<file path="src/rtl/fpga_scff_bist_pkg.sv">
// Shared types and constants for the scan-chain self-test engine.
package fpga_scff_bist_pkg;

  // Test sequencer states
  typedef enum logic [2:0] {
    ST_IDLE   = 3'd0,
    ST_FLUSH  = 3'd1,
    ST_INJECT = 3'd2,
    ST_SHIFT  = 3'd3,
    ST_POST   = 3'd4,
    ST_DONE   = 3'd5
  } state_e;

  // Error counter saturation value
  localparam logic [7:0] ERR_SAT = 8'hFF;

  // Saturating increment of the 8-bit error counter
  function automatic logic [7:0] sat_inc(input logic [7:0] v);
    logic [7:0] r;
    if (v == ERR_SAT) begin
      r = v;
    end else begin
      r = v + 8'd1;
    end
    return r;
  endfunction

endpackage

</file>
<file path="src/rtl/fpga_scff_bist_if.sv">
// Control/status and scan-chain signals of the self-test engine.
// The slave modport is the engine; the master modport is the SoC/fabric side.
interface fpga_scff_bist_if #(
  parameter int CNT_W = 12
);
  logic             start;
  logic             abort;
  logic             sc_tail;
  logic             sc_head;
  logic             Test_en;
  logic             busy;
  logic             done;
  logic             pass;
  logic [7:0]       err_count;
  logic [CNT_W-1:0] hit_index;

  modport slave (
    input  start, abort, sc_tail,
    output sc_head, Test_en, busy, done, pass, err_count, hit_index
  );

  modport master (
    output start, abort, sc_tail,
    input  sc_head, Test_en, busy, done, pass, err_count, hit_index
  );
endinterface

</file>
<file path="src/rtl/fpga_scff_bist_checker.sv">
// Tail-side checker: shared sample counter, expected-value compare,
// saturating error count and first-hit index latch.
module scff_tail_checker
  import fpga_scff_bist_pkg::*;
#(
  parameter int CHAIN_LEN   = 2304,
  parameter int POST_CYCLES = 2,
  parameter int CNT_W       = $clog2(CHAIN_LEN + POST_CYCLES + 2)
) (
  input  logic             clk,
  input  logic             rst_n,
  input  logic             res_clr_i,   // accepted start: clear results
  input  logic             cnt_clr_i,   // reload counter to 0
  input  logic             cnt_inc_i,   // advance counter
  input  logic             chk_en_i,    // this edge is a checked sample
  input  logic             sc_tail_i,
  output logic [CNT_W-1:0] cnt_o,
  output logic [7:0]       err_count_o,
  output logic [CNT_W-1:0] hit_index_o
);

  // The pulse must reach the tail on this sample index
  localparam logic [CNT_W-1:0] HIT_IDX = CNT_W'(CHAIN_LEN + 1);

  logic [CNT_W-1:0] cnt_q, cnt_d;
  logic [7:0]       err_q, err_d;
  logic [CNT_W-1:0] hit_q, hit_d;
  logic [CNT_W-1:0] sample_idx_s;
  logic             expect_s;
  logic             mismatch_s;

  // Next-state for counter and results; the counter holds s-1 at sample edges
  always_comb begin
    sample_idx_s = cnt_q + CNT_W'(1);
    expect_s     = (sample_idx_s == HIT_IDX);
    // !== so that X/Z on the tail also counts as an error in simulation
    mismatch_s   = (sc_tail_i !== expect_s);
    cnt_d        = cnt_q;
    err_d        = err_q;
    hit_d        = hit_q;

    if (cnt_clr_i) begin
      cnt_d = '0;
    end else if (cnt_inc_i) begin
      cnt_d = sample_idx_s;
    end else begin
      cnt_d = cnt_q;
    end

    if (res_clr_i) begin
      err_d = 8'd0;
      hit_d = '0;
    end else if (chk_en_i) begin
      if (mismatch_s) begin
        err_d = sat_inc(err_q);
      end else begin
        err_d = err_q;
      end
      // Only the first '1' is latched; index 0 means never seen
      if ((sc_tail_i === 1'b1) && (hit_q == '0)) begin
        hit_d = sample_idx_s;
      end else begin
        hit_d = hit_q;
      end
    end else begin
      err_d = err_q;
      hit_d = hit_q;
    end
  end

  // Counter and result registers
  always_ff @(posedge clk or negedge rst_n) begin
    if (!rst_n) begin
      cnt_q <= '0;
      err_q <= 8'd0;
      hit_q <= '0;
    end else begin
      cnt_q <= cnt_d;
      err_q <= err_d;
      hit_q <= hit_d;
    end
  end

  assign cnt_o       = cnt_q;
  assign err_count_o = err_q;
  assign hit_index_o = hit_q;

endmodule

</file>
<file path="src/rtl/fpga_scff_bist.sv">
// Scan-chain self-test engine: flushes the chain, injects a single '1' at the
// head and checks it leaves the tail exactly CHAIN_LEN+1 samples later.
module fpga_scff_bist
  import fpga_scff_bist_pkg::*;
#(
  parameter int CHAIN_LEN   = 2304,
  parameter int POST_CYCLES = 2
) (
  input  logic clk,
  input  logic greset_n,
  fpga_scff_bist_if.slave bus
);

  localparam int CNT_W = $clog2(CHAIN_LEN + POST_CYCLES + 2);

  // Counter values on the last edge of each phase (counter = s-1 once shifting)
  localparam logic [CNT_W-1:0] FLUSH_LAST = CNT_W'(CHAIN_LEN - 1);
  localparam logic [CNT_W-1:0] SHIFT_LAST = CNT_W'(CHAIN_LEN);
  localparam logic [CNT_W-1:0] POST_LAST  = CNT_W'(CHAIN_LEN + POST_CYCLES);

  state_e           state_q;
  logic             sc_head_q;
  logic             test_en_q;
  logic             busy_q;
  logic             done_q;
  logic             pass_q;

  logic             accept_start_s;
  logic             abort_s;
  logic             cnt_clr_s;
  logic             cnt_inc_s;
  logic             chk_en_s;
  logic [CNT_W-1:0] cnt_s;
  logic [7:0]       err_count_s;
  logic [CNT_W-1:0] hit_index_s;

  // Counter/checker strobes derived from the current state
  always_comb begin
    accept_start_s = (state_q == ST_IDLE) && bus.start;
    // start wins over abort when idle, so abort only acts outside IDLE
    abort_s        = (state_q != ST_IDLE) && bus.abort;
    cnt_clr_s      = 1'b0;
    cnt_inc_s      = 1'b0;
    chk_en_s       = 1'b0;
    case (state_q)
      ST_IDLE: begin
        cnt_clr_s = accept_start_s;
      end
      ST_FLUSH: begin
        if (abort_s) begin
          cnt_clr_s = 1'b0;
        end else if (cnt_s == FLUSH_LAST) begin
          cnt_clr_s = 1'b1;
        end else begin
          cnt_inc_s = 1'b1;
        end
      end
      ST_INJECT, ST_SHIFT, ST_POST: begin
        cnt_inc_s = !abort_s;
        chk_en_s  = !abort_s;
      end
      default: begin
        cnt_clr_s = 1'b0;
      end
    endcase
  end

  // Sequencer FSM with registered head, scan-enable and status outputs
  always_ff @(posedge clk or negedge greset_n) begin
    if (!greset_n) begin
      state_q   <= ST_IDLE;
      sc_head_q <= 1'b0;
      test_en_q <= 1'b0;
      busy_q    <= 1'b0;
      done_q    <= 1'b0;
      pass_q    <= 1'b0;
    end else if (abort_s) begin
      state_q   <= ST_IDLE;
      sc_head_q <= 1'b0;
      test_en_q <= 1'b0;
      busy_q    <= 1'b0;
      done_q    <= 1'b1;
      pass_q    <= 1'b0;
    end else begin
      case (state_q)
        ST_IDLE: begin
          if (bus.start) begin
            state_q   <= ST_FLUSH;
            sc_head_q <= 1'b0;
            test_en_q <= 1'b1;
            busy_q    <= 1'b1;
            done_q    <= 1'b0;
            pass_q    <= 1'b0;
          end
        end
        ST_FLUSH: begin
          if (cnt_s == FLUSH_LAST) begin
            state_q   <= ST_INJECT;
            sc_head_q <= 1'b1;
          end
        end
        ST_INJECT: begin
          state_q   <= ST_SHIFT;
          sc_head_q <= 1'b0;
        end
        ST_SHIFT: begin
          if (cnt_s == SHIFT_LAST) begin
            state_q <= ST_POST;
          end
        end
        ST_POST: begin
          if (cnt_s == POST_LAST) begin
            state_q <= ST_DONE;
          end
        end
        ST_DONE: begin
          state_q   <= ST_IDLE;
          test_en_q <= 1'b0;
          busy_q    <= 1'b0;
          done_q    <= 1'b1;
          pass_q    <= (err_count_s == 8'd0);
        end
        default: begin
          state_q   <= ST_IDLE;
          sc_head_q <= 1'b0;
          test_en_q <= 1'b0;
          busy_q    <= 1'b0;
        end
      endcase
    end
  end

  scff_tail_checker #(
    .CHAIN_LEN   (CHAIN_LEN),
    .POST_CYCLES (POST_CYCLES),
    .CNT_W       (CNT_W)
  ) u_checker (
    .clk         (clk),
    .rst_n       (greset_n),
    .res_clr_i   (accept_start_s),
    .cnt_clr_i   (cnt_clr_s),
    .cnt_inc_i   (cnt_inc_s),
    .chk_en_i    (chk_en_s),
    .sc_tail_i   (bus.sc_tail),
    .cnt_o       (cnt_s),
    .err_count_o (err_count_s),
    .hit_index_o (hit_index_s)
  );

  assign bus.sc_head   = sc_head_q;
  assign bus.Test_en   = test_en_q;
  assign bus.busy      = busy_q;
  assign bus.done      = done_q;
  assign bus.pass      = pass_q;
  assign bus.err_count = err_count_s;
  assign bus.hit_index = hit_index_s;

endmodule
</file>
<file path="src/flat_wrapper.sv">
// flat-port wrapper written by rule: the top's interface ports become plain ports
module fpga_scff_bist_flat import fpga_scff_bist_pkg::*;
#(
  parameter int CHAIN_LEN   = 2304,
  parameter int POST_CYCLES = 2
)
  (clk, greset_n, bus_start, bus_abort, bus_sc_tail, bus_sc_head, bus_Test_en, bus_busy, bus_done, bus_pass, bus_err_count, bus_hit_index);
  fpga_scff_bist_if bus_i ();
  input  logic clk;
  input  logic greset_n;
  input wire logic [$bits(bus_i.start)-1:0] bus_start;
  input wire logic [$bits(bus_i.abort)-1:0] bus_abort;
  input wire logic [$bits(bus_i.sc_tail)-1:0] bus_sc_tail;
  output wire logic [$bits(bus_i.sc_head)-1:0] bus_sc_head;
  output wire logic [$bits(bus_i.Test_en)-1:0] bus_Test_en;
  output wire logic [$bits(bus_i.busy)-1:0] bus_busy;
  output wire logic [$bits(bus_i.done)-1:0] bus_done;
  output wire logic [$bits(bus_i.pass)-1:0] bus_pass;
  output wire logic [$bits(bus_i.err_count)-1:0] bus_err_count;
  output wire logic [$bits(bus_i.hit_index)-1:0] bus_hit_index;
  assign bus_i.start = bus_start;
  assign bus_i.abort = bus_abort;
  assign bus_i.sc_tail = bus_sc_tail;
  assign bus_sc_head = bus_i.sc_head;
  assign bus_Test_en = bus_i.Test_en;
  assign bus_busy = bus_i.busy;
  assign bus_done = bus_i.done;
  assign bus_pass = bus_i.pass;
  assign bus_err_count = bus_i.err_count;
  assign bus_hit_index = bus_i.hit_index;
  fpga_scff_bist #(.CHAIN_LEN(CHAIN_LEN), .POST_CYCLES(POST_CYCLES)) u_core (.clk(clk), .greset_n(greset_n), .bus(bus_i));
endmodule
</file>
<file path="config.mk">
export PLATFORM = sky130hd
export DESIGN_NAME = fpga_scff_bist_flat
export DESIGN_NICKNAME = d
export VERILOG_FILES = /design/src/rtl/fpga_scff_bist_pkg.sv /design/src/rtl/fpga_scff_bist_if.sv /design/src/rtl/fpga_scff_bist_checker.sv /design/src/rtl/fpga_scff_bist.sv /design/src/flat_wrapper.sv
export SDC_FILE = /design/constraint.sdc
export NUM_CORES = 1
export LEC_CHECK = 0
export BUFFER_PORTS_ARGS = -buffer_cell sky130_fd_sc_hd__buf_2
export CORE_AREA = 4 4 74 76
export CTS_BUF_LIST = sky130_fd_sc_hd__clkbuf_4 sky130_fd_sc_hd__clkbuf_8 sky130_fd_sc_hd__clkbuf_16
export CTS_CLUSTER_SIZE = 24
export DETAILED_ROUTE_END_ITERATION = 12
export DIE_AREA = 0 0 78 80
export HOLD_SLACK_MARGIN = 0.08
export PLACE_DENSITY = 0.8
export SETUP_SLACK_MARGIN = 0.05
export SLEW_MARGIN = 5
export SYNTH_ARGS = -nofsm -noshare
export SYNTH_HDL_FRONTEND = slang
export SYNTH_SLANG_ARGS = --single-unit
</file>
<file path="constraint.sdc">
create_clock -name clk -period 3 [get_ports clk]
set_clock_uncertainty 0.2 [all_clocks]
set_input_delay 0.15 -clock clk [delete_from_list [all_inputs] [get_ports clk]]
set_output_delay 0.15 -clock clk [all_outputs]
set_load 0.01 [all_outputs]
</file>
---- Word level (Yosys, flattened, before mapping) ----
Cells that the tools add are included.
operators by class
  $add $sub $neg .......................... 2
  multiply operators ...................... 0
  divide/modulo/power cells ............... 0
  magnitude comparators ................... 0
  equality and inequality tests ........... 19
  shift-type cells ........................ 0
  multiplexer cells ....................... 33
  bitwise gates (word level) .............. 0
  reductions and logical operators ........ 22
operator list
  operator                 count
  $mux W12                 5
  $eq A12 B12 Y1 const B   4
  $mux W8                  4
  $mux W3                  5
  $pmux W3 S5              1
  $add A12 B1 Y12 const B  1
  $logic_not A12 Y1        1
  $mux W1                  12
  $pmux W1 S2              5
  $ne A3 B1 Y1 const B     3
  $add A8 B1 Y8 const B    1
  $eq A8 B8 Y1 const B     1
  $logic_not A8 Y1         1
  $reduce_bool A2 Y1       4
  $eq A3 B2 Y1 const B     2
  $eq A3 B3 Y1 const B     2
  $ne A2 B1 Y1 const B     3
  $reduce_and A2 Y1        3
  $reduce_and A3 Y1        2
  $reduce_bool A3 Y1       2
  $reduce_or A3 Y1         2
  $reduce_and A4 Y1        1
  $reduce_or A4 Y1         1
  $eq A3 B1 Y1 const B     1
  other kinds (7)          9
word-level totals
  bits in registers ....................... 39
  latch bits .............................. 0
  memory bits (writable) .................. 0
  ROM bits ................................ 0
  input bits .............................. 5
  output and inout bits ................... 25
  word-level logic and storage cells ...... 84
  memories kept ........................... 0

---- Logic depth before layout (Yosys ltp) ----
Gate-level depths: netlist of run 1.
  depth in word-level cells ............... 6
  gate-level depth with buffers ........... 9
  mapped depth without buffers ............ 8

---- Modules after synthesis ----
A second synthesis of run 1 with hierarchy kept.
second synthesis, totals
  cell total of the unflattened synthesis .. 291
  area total of the unflattened synthesis .. 2572.5 sq um
by module, submodules not included
  module             times used  cells each  area each (sq um)  sequential area each (sq um)
  scff_tail_checker  1           223         2000.7             800.8
  fpga_scff_bist     1           68          571.8              175.2

---- Least setup slack after synthesis of run 1 ----
OpenSTA, ideal clock, no wires.
  kind .................................... register to register
  start ................................... register u_core.u_checker.cnt_q[0] (netlist: u_core.u_checker.cnt_o[0])
  end ..................................... register u_core.u_checker.err_q[7] (netlist: u_core.u_checker.err_count_o[7])
  arrival ................................. 2.204 ns
  data required time ...................... 2.680 ns
  slack ................................... 0.476 ns
  cell stages (with the launch flop) ...... 9
  path buffers ............................ 0
  cells stage by stage .................... dfrtp_1 ha_1 nand4_2 nor2_1 xnor2_1 nand4_2 o31a_1 o221a_1 a31o_1
on the way
  longest elaborated chain between the ends .. 5
ends and longest elaborated chain
  item                          RTL line                      RTL
  start: declaration            fpga_scff_bist_checker.sv:25  logic [CNT_W-1:0] cnt_q, cnt_d;
  start signal: assignment      fpga_scff_bist_checker.sv:78  cnt_q <= cnt_d;
  $add A12 B1 Y12               fpga_scff_bist_checker.sv:34  sample_idx_s = cnt_q + CNT_W'(1);
  $eq A12 B12 Y1                fpga_scff_bist_checker.sv:35  expect_s = (sample_idx_s == HIT_IDX);
  $nex A1 B1 Y1                 fpga_scff_bist_checker.sv:37  mismatch_s = (sc_tail_i !== expect_s);
  $reduce_bool A2 Y1 (no line)  -
  $reduce_and A3 Y1 (no line)   -
  end signal: assignment        fpga_scff_bist_checker.sv:79  err_q <= err_d;
  end: declaration              fpga_scff_bist_checker.sv:26  logic [7:0] err_q, err_d;
Every way passes these cells.
A chain may end at the register's enable or synchronous reset.

---- Worst setup path in the final report of run 1 ----
  start ................................... register u_core.u_checker.cnt_q[1] (netlist: u_core.u_checker.cnt_o[1])
  end ..................................... register u_core.u_checker.err_q[7] (netlist: u_core.u_checker.err_count_o[7])
Same word-level chain as after synthesis.

==> impl_metrics.csv, run 1 <==
group,metric,value,unit
cts,cts_tree,"done",
power,pwr_density_cell,420,nW/um2
sta,fin_crit,2.74,ns
sta,setup_viol,0,
worst_setup_path,path_class,"register to register",
floorplanning,die_h,80,um
worst_setup_path,max_stage_delay,0.46,ns
synthesis,synth-edff-count,0,
cts,htreeDepth,2,
worst_setup_path,crit_family,"compound AO/OA/AOI/OAI gates",
worst_setup_path,critPathLaunchType,"register",
worst_setup_path,worstPathRequired,2.98,ns
worst_setup_path,cp_slowest_cell,"dfrtp_1",
synthesis,synthMuxAreaShare,2.97,%
layout,nFillCells,421,
layout,drive_gt1_share,18.0,%
detailed_routing,remaining_drc_errors,0,
detailed_routing,first_pass_iters,4,
layout,multi_input_area,1280,um2
worst_setup_path,cp_max_fo,7,
placed_design,globalplace.congestion,0.892,
placed_design,dp_slack,0.256,ns
sta,fin_crit_sh,91.4,%
synthesis,synth_area_per_cell,8.81,um2
synthesis,ys.warnings.count,0,
layout,final_cell_area,2650,um2
cts,numClockSinks,39,
detailed_routing,wl_per_cell,14.4,um
synthesis,synthSimpleGateAreaFrac,24.4,%
global_routing,grt_overflow,0,
global_routing,grt_first_pass_wirelength,8800,um
layout,final_nets,305,
worst_setup_path,arrival,2.73,ns
detailed_routing,viasPerCell,5.58,
synthesis,synthAdderAreaFrac,3.18,%
power,p_leak,1.26,nW
detailed_routing,drt_iter0_drc,167,
sta,layout_setup_ws,0.259,ns
synthesis,yosysUniqueCellTypes,52,
synthesis,synthFlopType,"dfrtp_1",
floorplanning,io_pins,30,
power,peakVddDrop,290,uV
cts,insertion_delay,0.29,ns
sta,rsz0062_at_grt,"false",
sta,drv_slew,0,
floorplanning,core_region_area,4720,um2
sta,fin_tns_setup,0,ns
power,fin_total_pwr,1.11,mW
global_routing,grt_usage,17.5,%
layout,syn_to_final_growth,12.1,%
floorplanning,rows,25,
placed_design,dpl_cell_area,2540,um2
synthesis,synth_top_family_by_area,"simple AND/OR/NAND/NOR gates",
global_routing,grt_max_degree,40,
detailed_routing,drtAntennaViolNets,0,
synthesis,ys_seq_area_share,41.3,%
global_routing,antenna_found_initial,0,
sta,timing.fmax,0.365,GHz
synthesis,synth-xor-area-share,4.08,%
synthesis,ys_ff_latch,39,
floorplanning,design.die.area,6240,um2
worst_setup_path,path_cells,"ha_2 > nand4_2 > nor2_1 > xnor2_1 > nand4_2 > o31a_1 > o221a_1 > a31o_1",
floorplanning,die_w,78,um
synthesis,syn-cell-area,2360,um2
layout,n_antenna_cell,0,
synthesis,async_reset_ff_share,100,%
detailed_routing,wirelength,5200,um
synthesis,synth_cells,268,
run_status,outcome,"complete, no violations",
cts,root_buffer,"clkbuf_8",
cts,cts_inserted_buffers,5,
worst_setup_path,critPathMostFrequentCell,"nand4_2",
placed_design,port_buffers,29,
sta,tightestPinTransition,0.861,ns
sta,hold_viol_final,0,
cts,clock_path_buffers,2,
placed_design,dp_hpwl,3720,um
sta,relSlewSlack,42.6,%
synthesis,synth_compound_area_share,19.4,%
cts,post-cts-setup-buffers,0,
layout,register_area,976,um2
floorplanning,initial_core_util,50.0,%
detailed_routing,vias,2021,
min_path,hold_path.class,"input pin to register",
cts,path_clk_slew,0.08,ns
worst_setup_path,critPathBufInv,0,
flow_run,maxCapViolCount,0,
synthesis,syn_nets,279,
worst_setup_path,endpoint_kind,"register",
global_routing,grt_pass1_vias,1861,
-- registers in the layout, indices dropped and copies added, names as in the netlist --
name                          cells
u_core.u_checker.cnt_o           12
u_core.u_checker.hit_index_o     12
u_core.u_checker.err_count_o      8
u_core.state_q                    3
u_core.bus.Test_en                1
u_core.bus.done                   1
u_core.bus.pass                   1
u_core.bus.sc_head                1
-- routing by layer --
| metal | global-route usage, % | vias to the layer above | part of all wire [%] | wire, um |
|---|---|---|---|---|
| met5 | 0 | - | 0 | 0 |
| met4 | 5.42 | 0 | 1.9 | 100 |
| met3 | 3.27 | 13 | 4.5 | 236 |
| met2 | 28.3 | 46 | 46 | 2370 |
| met1 | 23.7 | 953 | 48 | 2490 |
| li1 | - | 1009 | - | - |
-- path summary, 6_finish.rpt --
check | slack, ns | to | startpoint | cells after the start
min reg2reg | 0.30 | u_core.bus.Test_en | u_core.bus.Test_en | 2
min | 0.1 | u_core.bus.done | bus_start | 6
max | 0.26 | u_core.u_checker.err_count_o[7] | u_core.u_checker.cnt_o[1] | 8
max in group asynchronous | 1.77 | u_core.u_checker.err_count_o[3] | greset_n | 2
min in group asynchronous | 0.30 | u_core.state_q[2] | greset_n | 2
max reg2reg | 0.26 | u_core.u_checker.err_count_o[7] | u_core.u_checker.cnt_o[1] | 8
-- final cells by class --
type | instances | area share (%)
Clock buffer | 5 | 2.60
Clock inverter | 3 | 0.567
Inverter | 10 | 1.42
Multi-Input combinational cell | 204 | 48.3
Sequential cell | 39 | 36.9
Tap cell | 67 | 3.17
Timing Repair Buffer | 34 | 7.09
-- per-stage QoR --
| step | util [%] | cells | hold slack, ns |
|---|---|---|---|
| after floorplan | - | 268 | -0.346 |
| after global placement | 53.8 | 352 | 0.112 |
| after detailed placement | 53.8 | 352 | 0.117 |
| after CTS | 56.0 | 362 | 0.0860 |
| after global routing | 56.0 | 362 | 0.175 |
| final | 56.0 | 362 | 0.0970 |
-- worst register-to-register path, delay by kind of cell, from the launching register on --
kind                     cells  cell delay (ns)
XOR/XNOR                     1             0.20
adder cells (fa/ha/maj)      1             0.31
AO/OA/AOI/OAI                3             0.90
AND/OR/NAND/NOR              3             0.56
flip-flops                   1             0.46
-- cells in the mapped netlist (all sizes together) (4+ instances only) --
cell	count	area, um2
nand2b	5	31.3
o41ai	4	35.0
dfrtp	39	976
buf	7	42.5
a21oi	11	58.8
nor3	5	36.3
xor2	4	35.0
mux2i	7	70.1
clkbuf	8	30.0
ha	6	75.1
and3	5	31.3
xnor2	7	61.3
nand4	5	50.1
o31ai	4	30.0
nand2	39	146
o21ai	35	179
nand3	8	40.0
nor2	24	92.6
inv	10	37.5
a31oi	4	31.3
o211ai	5	37.5
-- power breakdown --
part | switching (mW) | leakage, nW | internal (mW)
sequential | 0.0339 | 0.535 | 0.543
clock | 0.188 | 0.0477 | 0.159
combinational | 0.118 | 0.675 | 0.0691
total | 0.341 | 1.26 | 0.771
-- what timing repair did --
action / CTS / global route
hold endpoints to repair: 43 / 0
hold buffers: 2 / 0
gates resized for setup: 0 / 1
endpoints found under the setup margin: 0 / 2
-- placed cells by master, fill, tap and decap left out, drive strengths merged, types with 2 or more instances in the layout --
master / synthesis / final
a21oi: 11 / 11
a31oi: 4 / 4
and2: 2 / 2
and3: 5 / 5
buf: 7 / 32
clkbuf: 8 / 5
clkinv: 0 / 3
dfrtp: 39 / 39
dlygate4sd3: 0 / 2
ha: 6 / 6
inv: 10 / 10
mux2i: 7 / 7
nand2: 39 / 39
nand2b: 5 / 5
nand3: 8 / 8
nand4: 5 / 5
nor2: 24 / 24
nor2b: 2 / 2
nor3: 5 / 5
nor4: 3 / 3
nor4b: 2 / 2
o211ai: 5 / 5
o21ai: 35 / 35
o31ai: 4 / 4
o41ai: 4 / 4
or4: 2 / 2
xnor2: 7 / 7
xor2: 4 / 4
-- kinds of logic after synthesis --
family	Yosys count
AO/OA/AOI/OAI	72
XOR/XNOR	11
adder cells (fa/ha/maj)	6
buffers and inverters	25
flip-flops	39
multiplexers	7
AND/OR/NAND/NOR	108
Note: power is estimated with default switching activity, not from simulation.
==> inputs of run 2 (changes only) <==
- ABC_AREA: default -> 1
- CORE_AREA: 4 4 74 76 -> 2 2 71 73
- DIE_AREA: 0 0 78 80 -> 0 0 73 75
- PLACE_DENSITY: 0.8 -> 0.79
==> run 2 against run 1 <==
Global-route usage increased by 2.5 points. Critical path type unchanged. Combinational power increased to 5.1 times the previous value. Non-clock buffer count decreased by 2. Largest power group is now combinational cells. Power increased by 100%. Setup slack improved by 0.48 ns. Sequential share of layout area increased by 1.0 points.
==> impl_metrics.csv, run 2 <==
group,metric,value,unit
layout,layout_common_cells,"nand2_1, dfrtp_1, inv_1, buf_2, nand3_1",
worst_setup_path,arrival,2.24,ns
synthesis,synth.area.top_cells,"dfrtp_1, nand2_1, nand3_1",
floorplanning,die_w,73,um
sta,timing.fmax,0.443,GHz
layout,syn_to_final_growth,14.4,%
power,pwr_density_cell,863,nW/um2
floorplanning,core_region_area,4660,um2
layout,utilization,55.3,%
layout,drive_gt1_share,17.2,%
cts,root_buffer,"clkbuf_8",
synthesis,syn-cell-area,2250,um2
worst_setup_path,endpoint_kind,"register",
floorplanning,initial_core_util,48.3,%
synthesis,synth_compound_area_share,10.9,%
layout,final_nets,330,
worst_setup_path,rrSetupSlack,0.74,ns
detailed_routing,wirelength,5130,um
detailed_routing,drt_iter0_drc,106,
sta,setup_viol,0,
worst_setup_path,reg2reg_from,"u_core.u_checker.cnt_o[0]",
synthesis,synth_top_family_by_area,"simple AND/OR/NAND/NOR gates",
synthesis,synth_cells,285,
sta,drv_slew,0,
power,pwr-share-clk,20.7,%
run_status,outcome,"complete, no violations",
power,p_sw_share,44.2,%
worst_setup_path,critPathLaunchType,"register",
sta,relSlewSlack,43.8,%
sta,fin_tns_setup,0,ns
global_routing,antenna_found_initial,0,
synthesis,ys_top_cells_by_count,"nand2_1, dfrtp_1, inv_1",
min_path,hold_depth,5,
synthesis,synthMuxAreaShare,0,%
power,switchingPower,0.983,mW
worst_setup_path,r2r_end,"u_core.u_checker.err_count_o[3]",
synthesis,ys_ff_latch,39,
placed_design,globalplace.congestion,0.878,
sta,fin_crit,2.26,ns
cts,cts_tree,"done",
power,p_leak,1.29,nW
cts,path_clk_slew,0.08,ns
flow_run,maxCapViolCount,0,
floorplanning,rows,25,
worst_setup_path,cp_max_fo,9,
cts,numClockSinks,39,
placed_design,dp_hpwl,3710,um
synthesis,ys_seq_area_share,43.3,%
placed_design,port_buffers,29,
cts,htreeDepth,2,
floorplanning,io_pins,30,
synthesis,yosysTopAreaCell,"dfrtp_1",
synthesis,synthFlopType,"dfrtp_1",
power,internal-power,1.24,mW
synthesis,synth-xor-area-share,1.94,%
detailed_routing,vias,2080,
global_routing,grt_overflow,0,
synthesis,syn_nets,296,
synthesis,synth_area_per_cell,7.90,um2
floorplanning,design.die.area,5480,um2
power,seq_power_share,36.5,%
detailed_routing,viasPerCell,5.56,
cts,postCtsHoldBufs,3,
worst_setup_path,ff2ff_path_depth,14,
layout,final_common_cell,"nand2_1",
cts,cts_resized,0,
min_path,min_from,"bus_sc_tail",
global_routing,grt_pass1_vias,1886,
synthesis,async_reset_ff_share,100,%
cts,insertion_delay,0.30,ns
synthesis,ys.warnings.count,0,
power,comb_power_share,42.8,%
sta,hold_viol_final,0,
synthesis,synth_most_common_cell,"nand2_1",
synthesis,synthAdderAreaFrac,3.33,%
cts,cts_inserted_buffers,5,
floorplanning,die_h,75,um
synthesis,synthSimpleGateAreaFrac,33.2,%
detailed_routing,remaining_drc_errors,0,
global_routing,grt_max_degree,40,
detailed_routing,wl_per_cell,13.7,um
sta,tightestPinTransition,0.843,ns
synthesis,yosysUniqueCellTypes,29,
sta,rsz0062_at_grt,"false",
worst_setup_path,worstPathRequired,2.98,ns
min_path,hold_path.class,"input pin to register",
detailed_routing,first_pass_iters,5,
power,peakVddDrop,432,uV
min_path,hold-path-endpoint,"u_core.u_checker.err_count_o[6]",
global_routing,grt_usage,20.0,%
detailed_routing,drtAntennaViolNets,0,
cts,post-cts-setup-buffers,0,
sta,fin_crit_sh,75.3,%
cts,clock_path_buffers,2,
synthesis,synth-edff-count,0,
synthesis,synth_top_area_share,43.3,%
worst_setup_path,path_class,"register to register",
layout,n_antenna_cell,0,
global_routing,grt_first_pass_wirelength,8400,um
## run 2: cell count changes after synthesis, sizes merged, moves of 8 or more
| cell | previous run | this run |
|---|---|---|
| a21oi | 11 | 3 |
| clkbuf | 8 | 0 |
| inv | 10 | 34 |
| nand2 | 39 | 79 |
| nand3 | 8 | 29 |
| o21ai | 35 | 23 |
## run 2: cell type report
cell class / instances / area, um2
Fill cell: 402 / 2080
Multi-Input combinational cell: 207 / 1110
Sequential cell: 39 / 976
Timing Repair Buffer: 32 / 175
Inverter: 34 / 128
Clock buffer: 6 / 82.6
Tap cell: 54 / 67.6
Clock inverter: 2 / 35.0
## run 2: how the worst max path moves through the flow
stage | endpoint | from | depth (start not counted)
after floorplan | u_core.u_checker.err_count_o[6] | u_core.u_checker.cnt_o[1] | 14
after global placement | u_core.u_checker.err_count_o[4] | u_core.u_checker.cnt_o[0] | 14
after detailed placement | u_core.u_checker.err_count_o[4] | u_core.u_checker.cnt_o[0] | 14
after CTS | u_core.u_checker.err_count_o[4] | u_core.u_checker.cnt_o[0] | 14
after global routing | u_core.u_checker.err_count_o[5] | u_core.u_checker.cnt_o[1] | 14
final | u_core.u_checker.err_count_o[3] | u_core.u_checker.cnt_o[0] | 14
## run 2: power groups by stage
| stage | Clock (mW) | Sequential (mW) | Combinational (mW) |
|---|---|---|---|
| floorplan | 0 | 0.811 | 0.692 |
| global placement | 0 | 0.817 | 0.916 |
| detailed placement | 0 | 0.820 | 0.930 |
| CTS | 0.463 | 0.810 | 0.941 |
| global route | 0.480 | 0.834 | 1.07 |
| finish | 0.460 | 0.812 | 0.951 |
## run 2: critical path, cell delays in order, from the launching register on
cell	delay (ns)
dfrtp_1	0.46
ha_1	0.29
inv_1	0.06
nand2_1	0.06
nand2_1	0.10
nor2_1	0.11
nand2_1	0.06
nor2_1	0.09
nand2_1	0.06
nor2_1	0.12
nand3_1	0.13
nand2_4	0.16
nand2_4	0.09
nand3_1	0.09
nand2_1	0.07
## run 2: per-stage QoR
step / instance area, um2 / worst slack (ns) / total power, mW / cells / hold WS, ns
after floorplan: 2250 / 1.05 / 1.50 / 285 / -0.346
after CTS: 2580 / 0.758 / 2.21 / 374 / 0.111
after detailed placement: 2430 / 0.776 / 1.75 / 363 / 0.109
after global routing: 2580 / 0.496 / 2.39 / 374 / 0.146
final: 2580 / 0.741 / 2.22 / 374 / 0.120
after global placement: 2430 / 0.808 / 1.73 / 363 / 0.100
## run 2: logic make-up (layout without fill, tap and decap cells)
family / Yosys count / in the layout
xor gates and xnor gates: 5 / 5
DFF: 39 / 39
buffers and inverters: 39 / 74
and+or+nand+nor: 155 / 155
AOI/OAI and AO/OA: 41 / 41
adders and majority gates: 6 / 6
## run 2: layer usage
metal / track usage (%) / wire length (um) / vias up
met3: 3.61 / 273 / 10
met4: 8.23 / 104 / 0
met1: 27.0 / 2310 / 966
met5: 0 / 0 / -
met2: 31.9 / 2440 / 83
li1: - / - / 1021
==> inputs of run 3 (changes only) <==
- ABC_AREA: 1 -> 0
- CORE_AREA: 2 2 71 73 -> 2 2 72 74
- DIE_AREA: 0 0 73 75 -> 0 0 74 76
- PLACE_DENSITY: 0.79 -> 0.83
- clock period: 3 -> 1.9 ns (I/O delays scaled with it)
==> run 3 against run 2 <==
The flow now finishes with violations (negative setup slack). Via count is 25% higher. Setup slack got worse by 1.3 ns. Global-route usage rose by 6.7 points. Combinational power decreased by 32%. Critical path depth decreased by 6. Count of clock-buffer cells in the layout is 1 higher. Register-to-register slack got worse by 1.3 ns. Sequential power rose by 10%. Flip-flop and latch count is the same. Design area up 41%. Core utilization grew 19 points. Critical path type unchanged.
==> impl_metrics.csv, run 3 (synthesis results as in run 1) <==
group,metric,value,unit
worst_setup_path,path_cells,"buf_4 > nand3_1 > nor2_1 > xnor2_1 > nand4_2 > o31a_1 > o211ai_1 > mux2i_1",
layout,nFillCells,329,
layout,n_antenna_cell,0,
floorplanning,initial_core_util,48.1,%
power,p_leak,1.74,nW
sta,layout_setup_ws,-0.557,ns
cts,path_clk_slew,0.08,ns
detailed_routing,drtAntennaViolNets,0,
cts,root_buffer,"clkbuf_8",
detailed_routing,remaining_drc_errors,0,
min_path,hold_path.class,"input pin to asynchronous set/reset pin",
cts,numClockSinks,39,
layout,utilization,74.0,%
layout,layout_common_cells,"buf_4, nand2_1, dfrtp_1, buf_2, o21ai_1",
sta,drv_slew,0,
worst_setup_path,cp_slowest_cell,"dfrtp_2",
worst_setup_path,cp_max_fo,7,
sta,relSlewSlack,72.6,%
layout,final_nets,384,
detailed_routing,wl_per_cell,18.4,um
placed_design,port_buffers,29,
detailed_routing,first_pass_iters,4,
worst_setup_path,arrival,2.48,ns
sta,fin_crit_sh,129,%
floorplanning,die_w,74,um
sta,setup_viol,22,
worst_setup_path,worstPathRequired,1.92,ns
worst_setup_path,max_stage_delay,0.39,ns
placed_design,dpl_cell_area,3080,um2
detailed_routing,vias,2608,
worst_setup_path,path_class,"register to register",
global_routing,antenna_found_initial,0,
global_routing,grt_max_degree,40,
floorplanning,design.die.area,5620,um2
power,peakVddDrop,388,uV
cts,cts_tree,"done",
cts,insertion_delay,0.30,ns
layout,final_common_cell,"buf_4",
placed_design,dp_hpwl,4800,um
sta,tightestPinTransition,0.405,ns
layout,register_area,985,um2
global_routing,grt_usage,26.7,%
sta,hold_viol_final,0,
global_routing,grt_overflow,0,
cts,clock_path_buffers,2,
worst_setup_path,endpoint_kind,"register",
floorplanning,io_pins,30,
floorplanning,core_region_area,4910,um2
layout,syn_to_final_growth,54.1,%
layout,final_cell_area,3640,um2
cts,htreeDepth,2,
worst_setup_path,crit_family,"compound AO/OA/AOI/OAI gates",
layout,multi_input_area,1570,um2
layout,drive_gt1_share,48.1,%
detailed_routing,wirelength,8170,um
sta,fin_crit,2.46,ns
global_routing,grt_first_pass_wirelength,11700,um
run_status,outcome,"finished, violations left",
cts,cts_inserted_buffers,5,
detailed_routing,viasPerCell,5.87,
flow_run,maxCapViolCount,0,
power,fin_total_pwr,2.13,mW
global_routing,grt_pass1_vias,2515,
placed_design,globalplace.congestion,0.857,
power,pwr_density_cell,585,nW/um2
sta,rsz0062_at_grt,"true",
floorplanning,die_h,76,um
floorplanning,rows,26,
detailed_routing,drt_iter0_drc,184,
worst_setup_path,critPathLaunchType,"register",
run_status,violations,"negative setup slack",
worst_setup_path,critPathBufInv,1,
sta,timing.fmax,0.407,GHz
==> run 3: layout make-up <==
class / count / share of cell area, %
multi-input combinational: 204 / 43.1
sequential: 39 / 27.1
timing repair buffer: 113 / 23.9
tap: 70 / 2.41
clock buffer: 7 / 2.30
inverter: 10 / 1.03
clock inverter: 1 / 0.138
==> run 3: path summary, 6_finish.rpt <==
| check | slack (ns) | from | endpoint | cells after the start |
|---|---|---|---|---|
| worst max-delay path | -0.56 | u_core.u_checker.cnt_o[3] | u_core.u_checker.err_count_o[5] | 8 |
| worst min-delay path | 0.10 | greset_n | u_core.bus.done | 3 |
| worst max register to register | -0.56 | u_core.u_checker.cnt_o[3] | u_core.u_checker.err_count_o[5] | 8 |
| worst min register to register | 0.30 | u_core.bus.pass | u_core.bus.pass | 2 |
| max in group asynchronous | 1.19 | greset_n | u_core.u_checker.cnt_o[1] | 3 |
| min in group clk | 0.27 | bus_sc_tail | u_core.u_checker.err_count_o[6] | 4 |
==> run 3: per-stage QoR <==
stage / TNS (ns) / setup WS [ns] / hold slack (ns) / cells
final: -9.24 / -0.557 / 0.100 / 444
after global routing: -11.29 / -0.639 / 0.136 / 444
after CTS: -6.67 / -0.454 / 0.107 / 434
after detailed placement: -8.27 / -0.483 / -0.122 / 418
after global placement: -6.48 / -0.370 / -0.122 / 418
after floorplan: -3.69 / -0.363 / -0.401 / 268
==> run 3: what timing repair did <==
item	4_1_cts	5_1_grt
endpoints found under the hold margin	46	0
buffers inserted	5	9
gates cloned	1	1
setup endpoints to repair	25	36
pin swaps	20	19
gates resized for setup	29	58
hold buffers	3	0
==> run 3: worst reg2reg max path, stage by stage, from the launching register on <==
cell and delay, ns:
dfrtp_2 0.39, buf_4 0.15, nand3_1 0.14, nor2_1 0.22, xnor2_1 0.23, nand4_2 0.17, o31a_1 0.37, o211ai_1 0.29
mux2i_1 0.23
==> run 3: power by group <==
group / leakage [nW] / internal [mW] / switching (mW) / total [mW]
registers: 0.524 / 0.861 / 0.0334 / 0.894
logic: 1.16 / 0.290 / 0.357 / 0.646
clock network: 0.0491 / 0.286 / 0.302 / 0.589
total: 1.74 / 1.44 / 0.692 / 2.13
==> run 3: metal layers <==
| layer | part of all wire, % | vias to the layer above | GRT usage, % |
|---|---|---|---|
| met5 | 0 | - | 0 |
| met4 | 7.1 | 0 | 15.6 |
| met3 | 5.1 | 56 | 5.82 |
| met2 | 50 | 132 | 44.9 |
| met1 | 38 | 1251 | 30.2 |
| li1 | - | 1169 | - |
